==> src/rtl/sigma_np.sv <==
// Sums N = 2**LOG2N sign-magnitude samples qualified by a slow strobe, either as
// non-overlapping blocks (mode=0) or as a moving window (mode=1).
module sigma_np #(
  parameter  int DW    = 8,
  parameter  int LOG2N = 4,
  localparam int OW    = DW + LOG2N
) (
  input  logic          clk,
  input  logic          res,
  input  logic [DW-1:0] data_in,
  input  logic          syn_in,
  input  logic          mode,
  output logic [OW-1:0] data_out,
  output logic          syn_out
);

  localparam int N  = 1 << LOG2N;
  localparam int CW = LOG2N + 1;

  typedef enum logic [1:0] {
    S_IDLE = 2'd0,
    S_ACC  = 2'd1,
    S_WARM = 2'd2,
    S_RUN  = 2'd3
  } state_t;

  function automatic logic signed [DW:0] sm_to_tc(input logic [DW-1:0] s);
    logic [DW:0] mag;
    mag = {2'b00, s[DW-2:0]};
    return s[DW-1] ? signed'(-mag) : signed'(mag);
  endfunction

  state_t                state_q, state_d;
  logic                  syn_q;
  logic                  mode_q;
  logic                  pulse_q;
  logic signed [DW:0]    d_q;
  logic signed [OW-1:0]  acc_q, acc_d;
  logic [LOG2N-1:0]      cnt_q, cnt_d;
  logic [CW-1:0]         fill_q, fill_d;
  logic [OW-1:0]         data_out_q, data_out_d;
  logic                  syn_out_q, syn_out_d;
  logic signed [DW:0]    hist_q [N];

  logic                  syn_pulse;
  logic                  mode_chg;
  logic                  shift_en;
  logic                  clr_hist;
  logic signed [OW-1:0]  d_ext;
  logic signed [OW-1:0]  tail_ext;

  assign syn_pulse = syn_in & ~syn_q;
  assign mode_chg  = mode ^ mode_q;
  assign data_out  = data_out_q;
  assign syn_out   = syn_out_q;

  // The sample is captured at the strobe edge and accumulated one clock later.
  always_comb begin
    state_d    = state_q;
    acc_d      = acc_q;
    cnt_d      = cnt_q;
    fill_d     = fill_q;
    data_out_d = data_out_q;
    syn_out_d  = 1'b0;
    shift_en   = 1'b0;
    clr_hist   = 1'b0;
    d_ext      = OW'(d_q);
    tail_ext   = OW'(hist_q[N-1]);
    if (mode_chg) begin
      acc_d    = '0;
      cnt_d    = '0;
      fill_d   = '0;
      clr_hist = 1'b1;
      state_d  = mode ? S_WARM : S_ACC;
    end else begin
      case (state_q)
        S_IDLE: state_d = mode_q ? S_WARM : S_ACC;
        S_ACC: begin
          if (pulse_q) begin
            if (cnt_q == LOG2N'(N - 1)) begin
              data_out_d = acc_q + d_ext;
              syn_out_d  = 1'b1;
              acc_d      = '0;
              cnt_d      = '0;
            end else begin
              acc_d = acc_q + d_ext;
              cnt_d = cnt_q + LOG2N'(1);
            end
          end
        end
        S_WARM, S_RUN: begin
          if (pulse_q) begin
            acc_d    = acc_q + d_ext - tail_ext;
            shift_en = 1'b1;
            if (state_q == S_RUN) begin
              data_out_d = acc_d;
              syn_out_d  = 1'b1;
            end else if (fill_q == CW'(N - 1)) begin
              fill_d     = CW'(N);
              data_out_d = acc_d;
              syn_out_d  = 1'b1;
              state_d    = S_RUN;
            end else begin
              fill_d = fill_q + CW'(1);
            end
          end
        end
        default: state_d = S_IDLE;
      endcase
    end
  end

  always_ff @(posedge clk) begin
    if (res) begin
      state_q    <= S_IDLE;
      syn_q      <= 1'b0;
      mode_q     <= 1'b0;
      pulse_q    <= 1'b0;
      d_q        <= '0;
      acc_q      <= '0;
      cnt_q      <= '0;
      fill_q     <= '0;
      data_out_q <= '0;
      syn_out_q  <= 1'b0;
      for (int i = 0; i < N; i++) hist_q[i] <= '0;
    end else begin
      state_q    <= state_d;
      syn_q      <= syn_in;
      mode_q     <= mode;
      // A strobe coinciding with a mode change is dropped.
      pulse_q    <= syn_pulse & ~mode_chg;
      d_q        <= sm_to_tc(data_in);
      acc_q      <= acc_d;
      cnt_q      <= cnt_d;
      fill_q     <= fill_d;
      data_out_q <= data_out_d;
      syn_out_q  <= syn_out_d;
      if (clr_hist) begin
        for (int i = 0; i < N; i++) hist_q[i] <= '0;
      end else if (shift_en) begin
        hist_q[0] <= d_q;
        for (int i = 1; i < N; i++) hist_q[i] <= hist_q[i-1];
      end
    end
  end

endmodule

==> config.mk <==
export PLATFORM = sky130hd
export DESIGN_NAME = sigma_np
export DESIGN_NICKNAME = d
export VERILOG_FILES = /design/src/rtl/sigma_np.sv
export SDC_FILE = /design/constraint.sdc
export NUM_CORES = 1
export LEC_CHECK = 0
export CAP_MARGIN = 20
export CORE_MARGIN = 2
export CORE_UTILIZATION = 60
export CTS_BUF_LIST = sky130_fd_sc_hd__clkbuf_2
export DETAILED_ROUTE_END_ITERATION = 16
export PLACE_DENSITY = 0.78
export SLEW_MARGIN = 20
export SYNTH_ARGS = -nofsm -noshare
export SYNTH_HDL_FRONTEND = slang
export SYNTH_SLANG_ARGS = --single-unit
==> constraint.sdc <==
create_clock -name clk -period 3.8 [get_ports clk]
set_clock_uncertainty 0.2 [all_clocks]
set_input_delay 0.57 -clock clk [delete_from_list [all_inputs] [get_ports clk]]
set_output_delay 0.57 -clock clk [all_outputs]
set_load 0.005 [all_outputs]
* After elaboration in Yosys (flattened, before gate mapping)
Memories as Yosys holds them, arrays and structs flattened. Cells that the tools add are included.
Word-level totals: register bits after elaboration 48, bits in writable memories 144, word-level logic and storage cells 150, memories 1
Memories:
- hist_q | words 16, bits a word 9, read ports 16, clocked after memory_dff 0, write ports 16, line 43 | logic signed [DW:0] hist_q [N];
Cells by class: add/sub/neg operators 5, eq/ne operators 12, muxes and demuxes 71, bitwise operators 39, reduce and logical (&&, ||, !) cells 11
Operators with widths (count):
- $mux W9 | 32
- $mux W12 | 8
- $pmux W12 S2 | 2
- $or A1 B1 Y1 | 32
- $mux W1 | 18
- $add A12 B9 Y12 | 1
- $mux W2 | 6
- $ne A3 B3 Y1 const B | 4
- $sub A12 B9 Y12 | 1
- $neg A7 Y9 | 1
- $mux W7 | 1
- $ne A2 B2 Y1 const B | 3
- $reduce_and A3 Y1 | 2
- $reduce_and A6 Y1 | 1
- $reduce_or A2 Y1 | 3
- $add A5 B1 Y5 const B | 1
- $eq A5 B4 Y1 const B | 1
- $mux W5 | 1
- $add A4 B1 Y4 const B | 1
- $eq A2 B2 Y1 const B | 2
- $eq A4 B4 Y1 const B | 1
- $mux W4 | 1
- $not A1 Y1 | 4
- $pmux W2 S2 | 1
- 9 further kinds | 10

* Depth between registers and ports, before layout
word-level depth 9, mapped depth 15, depth with buffers taken out 15

* Worst setup path after synthesis
OpenSTA, ideal clock, no wires.
path kind reg2reg, from reg d_q[0], to reg data_out_q[11], in the netlist data_out[11], data arrival time 3.108 ns, data required time 3.514 ns, slack 0.407 ns, stages on the path, launching flop included 15, path buffers 0, clock period less this slack 3.393 ns, cells stage by stage dfxtp_1 -> ha_1 -> fa_1 -> a21oi_2 -> o21ai_2 -> a2111o_1 -> nand2_1 -> xnor2_1 -> ha_1 -> nor2b_1 -> o21a_1 -> o211ai_1 -> nand4_1 -> xor2_1 -> a211oi_1
Between the ends: cells in the longest elaborated chain, start to end 6, elaborated cells on any way between the ends 8, those cells by class add/sub: 2; mux: 6
RTL lines:
- start, declared | line 37 | logic signed [DW:0] d_q;
- start signal, assigned | line 132 | d_q <= sm_to_tc(data_in);
- $add A12 B9 Y12 * | line 81, 93
- $sub A12 B9 Y12 | line 93 | acc_d = acc_q + d_ext - tail_ext;
- $mux W12 | line 98 | end else if (fill_q == CW'(N - 1)) begin
- $mux W12 | line 95 | if (state_q == S_RUN) begin
- $mux W12 | line 92 | if (pulse_q) begin
- $pmux W12 S2 * | line 76 | case (state_q)
- end signal, assigned | line 136 | data_out_q <= data_out_d;
- end, declared | line 41 | logic [OW-1:0] data_out_q, data_out_d;
Mark *: on every way between the ends. The rest lies on a longest branch, timed or not. The select of a mux whose other input is x is not followed. A chain may end at the register's enable or synchronous reset.

* Final worst setup path
from reg d_q[0], to reg data_out_q[10], in the netlist data_out[10]
The elaborated chain is that of the path after synthesis.

==> results.toml <==
[outcome]
outcome = "complete, no violations"

[routing]
drtPass1Iterations = 5
drt_iter0_drc = 536
routed_via_density = 5.934
antenna_left = 0
drc = 0
highest_layer = "met4"
vias = 5548
met3_length_um = 530
wl_met1_um = 7665
wl_per_cell_um = 17.30
wirelength_um = 16170
wl_met2_um = 7618

[logic_synthesis]
ys_ff_latch = 192
synth_area_per_cell_um2 = 11.61
synth_ff_type = "edfxtp_1"
ys_seq_area_share_pct = 61.05
yosysMostFrequentCell = "and3_1"
synth-edff-count = 135
synth_fp_nets = 773
synthTopCellsByCount = "and3_1, edfxtp_1, dfxtp_1, nor2_1, nand2_1"
yosysWarningCount = 0
ys_top_cells_by_area = "edfxtp_1, dfxtp_1, and3_1"
syn-cell-area_um2 = 8509
yosysTopAreaCell = "edfxtp_1"
synth.distinct_cells = 54
yosys.area.top_type_share_pct = 47.64
synthArstFlopShare_pct = 0
synth_cells = 733

[worst_setup_path]
cp-start-kind = "flop"
cp-end-kind = "flop"
arrival_ns = 4.13
crit_top_cell = "ha_1"
critPathKind = "reg -> reg"
cp.required_ns = 4.29
critPathMaxStageDelay_ns = 0.38
cp_max_fo = 5
crit_slowest_cell = "dfxtp_2"
path_delay_family = "compound AO/OA/AOI/OAI gates"
crit_chain = "ha_1, fa_2, a21oi_2, o21ai_2, a21oi_1, xor2_1, inv_1, ha_1, or2_2, nand3b_1, a221oi_2, xnor2_1, mux2i_1, a211oi_2"
critical_path_buf_inv_count = 1

[floorplan]
chipWidth_um = 123.1
io_pins = 25
die_h_um = 123.1
rows = 43
start_util_pct = 61.30
die-area_um2 = 15150
core_area_um2 = 13880

[job]
maxCapViolCount = 0

[clock_network]
path_clk_slew_ns = 0.27
cts_tree = "yes"
insertion_delay_ns = 0.77
cts_max_level = 4
cts_buffers = 17
cts_sinks = 192
clockBufferDepth = 2
cts_root_buf = "clkbuf_2"

[placed_design]
gp_congestion = 0.9008
preCtsSetupSlack_ns = 0.1246
dp_cells = 900
dpl-instance-area_um2 = 8916
post-dp-hpwl_um = 10430
io_buffers = 24

[timing]
fin_crit_ns = 3.637
fmax_mhz = 275.0
maxSlewViolCount = 0
tightest_slew_ns = 1.175
finalHoldViolCount = 0
post-route-period-util_pct = 95.70
maxSlewHeadroom_pct = 21.11
setup_ws_ns = 0.1634
finalSetupViolations = 0
hold_ws_ns = 0.1199

[hold_path]
hold_class = "in -> reg"

[global_routing]
overflow = 0
grt_usage_pct = 21.82
grt_max_degree = 146
antenna_found_initial = 1
grt_pass1_wl_um = 25340
first_global_vias = 5222

[pwr]
p_per_area_nw_per_um2 = 407.5
power_leakage_nw = 3.957
irDropWorstVdd_uv = 281.7

[cells_and_area]
final_util_pct = 66.40
nets = 782
final_cells = 935
fin_area_um2 = 9216
drive_gt1_share_pct = 9.284
syn2layout_area_growth_pct = 8.308
n_fill_cell = 1047
-- cell families (layout without fill, tap and decap cells) --
| group | count (synthesis) | after routing | share of synthesized area [%] |
|---|---|---|---|
| and+or+nand+nor | 289 | 289 | 18.51 |
| DFF | 192 | 192 | 61.05 |
| AOI/OAI and AO/OA | 125 | 125 | 9.954 |
| buffers and inverters | 71 | 92 | 3.235 |
| adders and majority gates | 28 | 28 | 4.293 |
| xor gates and xnor gates | 23 | 23 | 2.367 |
| muxes | 5 | 5 | 0.5882 |
| other | 0 | 1 | 0 |
-- sequential cells by signal, indices dropped and copies added (netlist names) --
signal and count:
d_q 9, syn_out 1, cnt_q 4, mode_q 1, acc_q 12, pulse_q 1
data_out 12, syn_q 1, state_q 2, fill_q 5, hist_q 144
-- through the flow --
| step | TNS (ns) | power [mW] |
|---|---|---|
| final | 0 | 3.756 |
| after global routing | -0.06685 | 3.906 |
| after global placement | 0 | 2.827 |
| after CTS | 0 | 3.752 |
| after detailed placement | 0 | 2.850 |
| after floorplan | 0 | 2.722 |
-- cell type report --
| cell class | instances | area, um^2 | area share, % |
|---|---|---|---|
| multi-input cells | 470 | 3118 | 33.83 |
| clock inverters | 12 | 112.6 | 1.222 |
| repair buffers | 37 | 375.4 | 4.073 |
| clock buffers | 19 | 95.09 | 1.032 |
| well taps | 180 | 225.2 | 2.444 |
| diodes | 1 | 2.502 | 0.02715 |
| inverters | 24 | 90.09 | 0.9775 |
| flip-flops and latches | 192 | 5197 | 56.39 |
-- placed cells by master (no fill, tap or decap), types with 4 or more instances in the layout --
cell type	n
a211oi_1	14
a21o_1	5
a21oi_1	32
a221oi_1	4
a31oi_1	4
and3_1	138
buf_4	10
clkbuf_2	19
clkdlybuf4s50_1	24
clkinvlp_4	4
dfxtp_1	55
edfxtp_1	135
ha_1	24
inv_1	24
mux2i_1	5
nand2_1	38
nand2b_1	6
nand3_1	7
nand4_1	4
nor2_1	52
nor2b_1	10
nor3_1	9
o211ai_1	7
o21a_1	7
o21ai_0	25
or3_1	5
xnor2_1	9
xor2_1	11
-- layer usage --
layer	up-vias	global-route usage (%)
met4	0	9.517
met5	-	0
met1	2686	30.01
met2	108	33.77
li1	2717	-
met3	37	4.659
-- final timing paths --
| path | from | slack, ns | endpoint | depth (start not counted) |
|---|---|---|---|---|
| setup / recovery | d_q[0] | 0.16 | data_out[10] | 14 |
| hold / removal | syn_in | 0.12 | syn_q | 2 |
| hold reg to reg | syn_q | 0.22 | pulse_q | 1 |
| setup reg to reg | d_q[0] | 0.16 | data_out[10] | 14 |
-- repair_timing --
| action | in CTS | in global routing |
|---|---|---|
| setup endpoints to repair | 0 | 8 |
| buffers inserted | 0 | 3 |
| hold buffers | 0 | 0 |
| resized for setup | 0 | 15 |
-- report_power, final --
part,total [mW],switching [mW],internal [mW]
registers,2.38,0.0355,2.35
logic,0.453,0.292,0.161
clock network,0.920,0.679,0.241
Power figures use the tool's default switching activity.
